==> src/rtl/dts_conflict_check.sv <==
// Checks shifted difference vectors against an accumulated "used" bitmap.
// Tracks requests through the external shifter and drains before clearing.
module dts_conflict_check #(
  parameter int WIDTH   = 140,
  parameter int LATENCY = 10,
  parameter int TAG_W   = 8
) (
  input  logic                             clk,
  input  logic                             reset,
  input  logic                             req_valid,
  input  logic                             req_commit,
  input  logic [TAG_W-1:0]                 req_tag,
  input  logic [WIDTH-1:0]                 diff_vec,
  input  logic                             clear,
  output logic                             res_valid,
  output logic                             res_conflict,
  output logic [TAG_W-1:0]                 res_tag,
  output logic [WIDTH-1:0]                 res_overlap,
  output logic [WIDTH-1:0]                 used,
  output logic [15:0]                      commit_count,
  output logic [$clog2(LATENCY+2)-1:0]     in_flight,
  output logic                             idle
);
  localparam int IFW = $clog2(LATENCY+2);

  typedef enum logic [1:0] {RUN, DRAIN, CLEAR} state_t;
  state_t state_q, state_d;

  logic [LATENCY-1:0]            vld_pipe;
  logic [LATENCY-1:0]            cmt_pipe;
  logic [LATENCY-1:0][TAG_W-1:0] tag_pipe;

  logic             launch, head_v, conflict, do_commit, clr;
  logic [WIDTH-1:0] overlap;

  assign launch    = req_valid && (state_q != DRAIN);
  assign head_v    = vld_pipe[LATENCY-1];
  assign overlap   = diff_vec & used;
  assign conflict  = |overlap;
  assign do_commit = head_v && cmt_pipe[LATENCY-1] && !conflict;
  // Zeroing happens on the edge where the pipeline is seen empty, and again in CLEAR.
  assign clr = (state_q == CLEAR) ||
               (state_q == RUN   && clear && in_flight == '0) ||
               (state_q == DRAIN && in_flight == '0);
  assign idle = (in_flight == '0) && (state_q == RUN);

  always_comb begin
    state_d = state_q;
    unique case (state_q)
      RUN:     if (clear && in_flight != '0) state_d = DRAIN;
      DRAIN:   if (in_flight == '0)          state_d = CLEAR;
      CLEAR:   state_d = RUN;
      default: state_d = RUN;
    endcase
  end

  always_ff @(posedge clk or negedge reset) begin
    if (!reset) begin
      state_q  <= RUN;
      vld_pipe <= '0;
      cmt_pipe <= '0;
      tag_pipe <= '0;
    end else begin
      state_q     <= state_d;
      vld_pipe[0] <= launch;
      cmt_pipe[0] <= req_commit;
      tag_pipe[0] <= req_tag;
      for (int i = 1; i < LATENCY; i++) begin
        vld_pipe[i] <= vld_pipe[i-1];
        cmt_pipe[i] <= cmt_pipe[i-1];
        tag_pipe[i] <= tag_pipe[i-1];
      end
    end
  end

  always_ff @(posedge clk or negedge reset) begin
    if (!reset) begin
      res_valid    <= 1'b0;
      res_conflict <= 1'b0;
      res_tag      <= '0;
      res_overlap  <= '0;
    end else begin
      res_valid <= head_v;
      if (head_v) begin
        res_conflict <= conflict;
        res_tag      <= tag_pipe[LATENCY-1];
        res_overlap  <= overlap;
      end
    end
  end

  always_ff @(posedge clk or negedge reset) begin
    if (!reset) begin
      used         <= '0;
      commit_count <= '0;
    end else if (clr) begin
      used         <= '0;
      commit_count <= '0;
    end else if (do_commit) begin
      used <= used | diff_vec;
      if (commit_count != 16'hFFFF) commit_count <= commit_count + 16'd1;
    end
  end

  always_ff @(posedge clk or negedge reset) begin
    if (!reset) begin
      in_flight <= '0;
    end else begin
      unique case ({launch, res_valid})
        2'b10:   in_flight <= in_flight + IFW'(1);
        2'b01:   in_flight <= in_flight - IFW'(1);
        default: in_flight <= in_flight;
      endcase
    end
  end
endmodule

==> config.mk <==
export PLATFORM = sky130hd
export DESIGN_NAME = dts_conflict_check
export DESIGN_NICKNAME = d
export VERILOG_FILES = /design/src/rtl/dts_conflict_check.sv
export SDC_FILE = /design/constraint.sdc
export NUM_CORES = 1
export LEC_CHECK = 0
export BUFFER_PORTS_ARGS = -buffer_cell sky130_fd_sc_hd__buf_2
export CAP_MARGIN = 5
export CORE_ASPECT_RATIO = 0.8
export CORE_UTILIZATION = 35
export DETAILED_ROUTE_END_ITERATION = 10
export MAX_ROUTING_LAYER = met4
export SYNTH_ARGS = -nofsm -noshare
export SYNTH_HDL_FRONTEND = slang
export SYNTH_SLANG_ARGS = --single-unit
==> constraint.sdc <==
create_clock -name clk -period 4.9 [get_ports clk]
set_input_delay 0.49 -clock clk [delete_from_list [all_inputs] [get_ports clk]]
set_output_delay 0.49 -clock clk [all_outputs]
set_load 0.02 [all_outputs]
==> reports/metrics.yaml, run 1 <==
synthesis:
  ys_ff_latch: 412
  synth_edf_count: 0
  synth_top_area_share_pct: 66.4
  yosysWarnings: 0
  synth_fp_nets: 1569
  synth_area_per_cell_um2: 11.0
  synth-seq-area-share_pct: 66.4
  yosys-top-cells-area: "dfrtp_1 (66%), a31oi_1 (5.7%), nand3_1 (4.9%)"
  synth_cells: 1411
  syn-cell-area_um2: 15500
  synth_cell_type_count: 40
  yosysTopAreaCell: "dfrtp_1"
  synth_ff_type: "dfrtp_1"
  async_flop_share_pct: 100
clock_tree:
  clock_latency_ps: 570
  clkSinkCount: 412
  clockBufferDepth: 3
  clk_pin_slew_worst_paths_ps: 70
  post-cts-setup-buffer-count: 0
  cts_root_buf: "clkbuf_16"
  cts_tree: "yes"
  numCtsBuffers: 44
  cts_resized: 0
  cts_hold_buf: 8
  h-tree-depth: 2
floorplan:
  io_pins: 464
  die_h_um: 190
  dieArea_um2: 45200
  placementRows: 68
  die_width_um: 238
  initial_core_util_pct: 35.7
  core-area_um2: 43500
global_routing:
  antenna_found_initial: 5
  grt_pass1_vias: 12200
  grt_max_degree: 132
  grt_overflow: 0
  grt_pass1_wl_mm: 71.9
  track_usage_pct: 20.9
worst_setup_path:
  crit_type: "reg2reg"
  max_stage_delay_ps: 610
  path_cells: "a22o_1 > a221oi_1 > nand4_1 > or4_4 > nor4_2 > buf_4 > a41oi_1 > a311oi_1"
  crit_arrival_ps: 4020
  cp_data_required_time_ps: 5380
  crit_path_end_kind: "flop"
  r2r_cells: 8
  critPathSlowestCell: "or4_4"
  r2r_end: "commit_count[12]"
  critPathLaunchType: "flop"
  rr_startpoint: "used[129]"
  reg2reg_slack_ps: 1360
  cp_max_fo: 42
detailed_routing:
  met3_length_mm: 3.16
  wl_met2_mm: 22.0
  firstDrtPassIters: 6
  drt-total-wl_mm: 46.9
  antenna_left: 0
  wire_per_inst_um: 18.9
  wl_met1_mm: 20.3
  dr.first_iter.drc_count: 942
  topRoutingLayerUsed: "met4"
  vias: 12800
  drc: 0
  viasPerCell: 5.15
placed_design:
  finalWeightedCongestion: 0.888
  portBuffers: 463
  place_hpwl_mm: 32.4
status:
  status: "finished, final reports clean"
cells_and_area:
  n_fill_cell: 4082
  drive_gt1_share_pct: 29.9
  nNetsFinal: 2014
  area_delta_synth_final_pct: 29.4
sta:
  hold_violations: 0
  finalSetupViolations: 0
  tns_ps: 0
  drv_slew: 0
  grt_setup_unrepaired: "false"
  fin_hold_ws_ps: 47.9
  slew_headroom_pct: 26.5
  worst_pin_slew_ps: 1100
  fin_worst_skew_ps: 31.2
  period_needed_ps: 3540
  finalCritPeriodShare_pct: 72.3
  fmax_mhz: 282
pwr:
  vdd_drop_max_uv: 1250
  powerDensity_nw_per_um2: 763
  leakage_nw: 10.1
  p_total_mw: 15.3
hold_path:
  whs_path_depth: 1
  hold_class: "in2reg"
  hold_start: "req_tag[1]"
  holdPathEnd: "tag_pipe[1]"
run:
  drv_cap: 0
==> worst max-delay path by stage <==
stage             startpoint                to  slack [ps]  depth (start not counted)
2_1_floorplan       used[47]  commit_count[10]        1860                          8
3_3_place_gp   diff_vec[129]  commit_count[14]        1140                          8
3_5_place_dp   diff_vec[129]  commit_count[12]        1090                          9
4_1_cts            used[129]  commit_count[12]        1260                          8
5_1_grt            used[129]  commit_count[12]        1150                          8
6_report           used[129]  commit_count[12]        1360                          8
==> state kept, by name (all words and copies together) (netlist names) <==
signal,cells
state_q,2
res_overlap,140
res_tag,8
res_conflict,1
tag_pipe,80
used,140
commit_count,16
vld_pipe,10
cmt_pipe,10
in_flight,4
res_valid,1
==> critical path, delay by kind of cell, from the launching register on <==
| family | cells | cell delay [ps] |
|---|---|---|
| buffers and inverters | 1 | 510 |
| and+or+nand+nor | 3 | 1230 |
| AOI/OAI and AO/OA | 4 | 1260 |
| DFF | 1 | 410 |
==> metal layers <==
metal | vias up | global-route usage, %
met5 | - | -
met4 | 0 | 7.72
met3 | 85 | 4.28
met2 | 470 | 31.4
met1 | 6378 | 28.1
li1 | 5865 | -
==> kinds of logic after synthesis <==
logic type,count (synthesis),share of synthesized area [%]
buffers and inverters,229,5.68
adder cells (fa/ha/maj),5,0.451
XOR/XNOR,4,0.226
AND/OR/NAND/NOR,367,11.0
flip-flops,412,66.4
multiplexers,13,0.911
AO/OA/AOI/OAI,381,15.3
==> stage by stage <==
stage | instance area [µm²] | std cells | worst slack (ps) | util (%)
after floorplan | 15500 | 1411 | 1860 | -
after global placement | 18400 | 2397 | 1140 | 42.4
after detailed placement | 18400 | 2397 | 1090 | 42.4
after CTS | 20100 | 2481 | 1260 | 46.2
after global routing | 20100 | 2483 | 1150 | 46.2
final | 20100 | 2483 | 1360 | 46.2
==> where the power goes <==
part / leakage (nW) / total [mW] / internal (mW) / switching, mW
clock: 0.781 / 3.61 / 2.20 / 1.42
combinational: 3.90 / 6.50 / 1.79 / 4.70
sequential: 5.47 / 5.23 / 4.35 / 0.886
==> cell usage in the layout, fill, tap and decap left out, types with 3 or more instances in the layout <==
cell type,n
a21oi_1,8
a221oi_1,23
a22o_1,25
a22oi_1,22
a31oi_1,141
and3_1,5
and4_1,4
buf_12,3
buf_2,462
buf_4,9
bufinv_16,7
clkbuf_16,44
clkbuf_8,11
clkinv_2,5
dfrtp_1,411
dlygate4sd3_1,8
ha_1,4
inv_1,145
mux2_2,9
mux2i_1,3
nand2_1,17
nand2b_1,4
nand3_1,152
nand4_1,9
nor2_1,149
nor3_1,5
nor4_1,7
o21a_1,4
o21ai_0,144
o31a_1,3
o31ai_1,4
or4_1,9
==> cell type report <==
cell class	count	area, µm²	share of cell area [%]
Sequential cell	412	10300	51.3
Timing Repair Buffer	483	2530	12.6
Tap cell	595	744	3.70
Multi-Input combinational cell	770	4360	21.7
Inverter	145	544	2.71
Clock buffer	57	1260	6.27
Clock inverter	19	337	1.67
Antenna cell	2	5.00	0.0249
==> synth_stat cells, types with 2 or more instances <==
| library cell | instances |
|---|---|
| dfrtp_1 | 412 |
| nand3_1 | 152 |
| nor2_1 | 149 |
| inv_1 | 145 |
| o21ai_0 | 144 |
| a31oi_1 | 141 |
| clkbuf_1 | 64 |
| a22o_1 | 25 |
| a221oi_1 | 23 |
| a22oi_1 | 22 |
| nand2_1 | 17 |
| buf_2 | 12 |
| mux2_2 | 9 |
| nand4_1 | 9 |
| or4_1 | 9 |
| a21oi_1 | 8 |
| nor4_1 | 8 |
| buf_1 | 7 |
| and3_1 | 5 |
| nor3_1 | 5 |
| and4_1 | 4 |
| ha_1 | 4 |
| mux2i_1 | 4 |
| nand2b_1 | 4 |
| o21a_1 | 4 |
| o31ai_1 | 4 |
| o31a_1 | 3 |
| a41oi_1 | 2 |
| and2_1 | 2 |
| or4_4 | 2 |
| xnor2_1 | 2 |
| xor2_1 | 2 |
Power figures use the tool's default switching activity.
==> run 2: changes to the inputs <==
- clock period: 4.9 -> 3.55 ns (I/O delays scaled with it)
==> run 2 against run 1 <==
Worst setup slack lost 1100 ps. Die area is the same. Clock skew shrank 5.3 ps. Combinational power grew 53%. Clock-buffer cell count grew 4. First-iteration DRC count shrank 2.1%. Critical path depth shrank 1. Largest cell class unchanged.
==> reports/metrics.yaml, run 2 (synthesized netlist as in run 1, its figures left out) <==
detailed_routing:
  wire_per_inst_um: 19.0
  vias: 12900
  firstDrtPassIters: 4
  drc: 0
  antenna_left: 0
  viasPerCell: 5.13
  dr.first_iter.drc_count: 922
  drt-total-wl_mm: 47.7
floorplan:
  die_h_um: 190
  placementRows: 68
  core-area_um2: 43500
  initial_core_util_pct: 35.7
  die_width_um: 238
  dieArea_um2: 45200
  io_pins: 464
placed_design:
  finalWeightedCongestion: 0.913
  preCtsSetupSlack_ps: 139
  place_hpwl_mm: 33.4
  post-place-cells: 2417
  portBuffers: 463
run:
  drv_cap: 0
worst_setup_path:
  cp_max_fo: 12
  crit_arrival_ps: 3790
  r2r_cells: 7
  cp_data_required_time_ps: 4000
  crit_path_end_kind: "flop"
  rr_startpoint: "used[25]"
  r2r_end: "commit_count[14]"
  crit_type: "reg2reg"
  reg2reg_slack_ps: 220
  critPathLaunchType: "flop"
clock_tree:
  h-tree-depth: 2
  clk_pin_slew_worst_paths_ps: 60
  cts_tree: "yes"
  clkSinkCount: 412
  clock_latency_ps: 570
  post-cts-setup-buffer-count: 0
  clockBufferDepth: 3
  cts_root_buf: "clkbuf_16"
  numCtsBuffers: 43
global_routing:
  grt_overflow: 0
  track_usage_pct: 21.4
  use_met3_pct: 4.13
  met2_usage_pct: 32.4
  antenna_found_initial: 3
  grt_pass1_vias: 12700
  busiest_layer: "met2"
  grt_pass1_wl_mm: 73.4
  grt_util_met1_pct: 28.7
  grt_max_degree: 110
pwr:
  vdd_drop_max_uv: 683
  leakage_nw: 10.2
  p_total_mw: 21.5
  power_frac_clock_pct: 20.6
  internal-power_mw: 11.7
  p_sw_mw: 9.80
  power_frac_comb_pct: 46.2
  seqPwrFrac_pct: 33.2
  powerDensity_nw_per_um2: 1070
  switching_share_pct: 45.5
sta:
  finalCritPeriodShare_pct: 93.9
  finalSetupViolations: 0
  period_needed_ps: 3330
  drv_slew: 0
  fin_ws_ps: 218
  worst_pin_slew_ps: 1080
  fmax_mhz: 300
  grt_setup_unrepaired: "false"
  slew_headroom_pct: 28.3
  tns_ps: 0
  fin_worst_skew_ps: 25.9
  hold_violations: 0
hold_path:
  hold_start: "diff_vec[134]"
  hold_class: "in2reg"
  holdPathEnd: "res_overlap[134]"
  whs_path_depth: 3
status:
  status: "finished, final reports clean"
cells_and_area:
  reg_top3: "res_overlap (140), used (140), tag_pipe (80)"
  area_delta_synth_final_pct: 29.9
  nNetsFinal: 2035
  instances_no_fill: 2506
  final_common_cell: "buf_2"
  drive_gt1_share_pct: 30.5
  final_cell_mix: "buf_2 (462), dfrtp_1 (411), nand3_1 (152)"
-- run 2: repair_timing --
item,4_1_cts,5_1_grt
endpoints found under the hold margin,104,0
endpoints found under the setup margin,0,12
gates resized for setup,0,1
hold buffers,10,0
-- run 2: worst max path at each step --
stage	from	endpoint
CTS	used[121]	commit_count[14]
global route	used[25]	commit_count[14]
finish	used[25]	commit_count[14]
detailed placement	diff_vec[25]	commit_count[14]
floorplan	used[47]	commit_count[10]
global placement	diff_vec[47]	commit_count[14]
-- run 2: per-stage QoR --
| stage | instance area [µm²] | utilization [%] | hold WS [ps] |
|---|---|---|---|
| after global routing | 20200 | 46.4 | 36.6 |
| after floorplan | 15500 | - | 59.4 |
| after global placement | 18600 | 42.9 | 332 |
| after CTS | 20200 | 46.4 | 0.496 |
| after detailed placement | 18600 | 42.9 | 335 |
| final | 20200 | 46.4 | 44.0 |
-- run 2: critical path, cell delays in order (launching register included) --
cell and delay, ps:
dfrtp_1 410, a22oi_1 270, nand2_1 120, or4_1 580, or4_4 620, or4_4 530, or4_1 550, o211a_1 140
-- run 2: area by class of cell --
class,instances,area (µm²)
sequential,412,10300
tap,595,744
clock inverter,16,156
timing repair buffer,505,2780
multi-input combinational,770,4360
inverter,145,544
antenna,2,5.00
fill,4111,23300
clock buffer,61,1260
-- run 2: power by group through the flow --
stage,Combinational (mW),Sequential [mW],Clock (mW)
floorplan,4.22,8.48,0
global placement,9.87,7.13,0
detailed placement,9.99,7.19,0
CTS,10.0,7.13,4.59
global route,10.8,7.35,4.78
finish,9.95,7.15,4.45
-- run 2: routing by layer --
layer  share of wire [%]  vias to the layer above
met4                 3.1                        0
met1                  44                     6435
li1                    -                     5916
met5                   0                        -
met2                  47                      412
met3                 5.8                       97
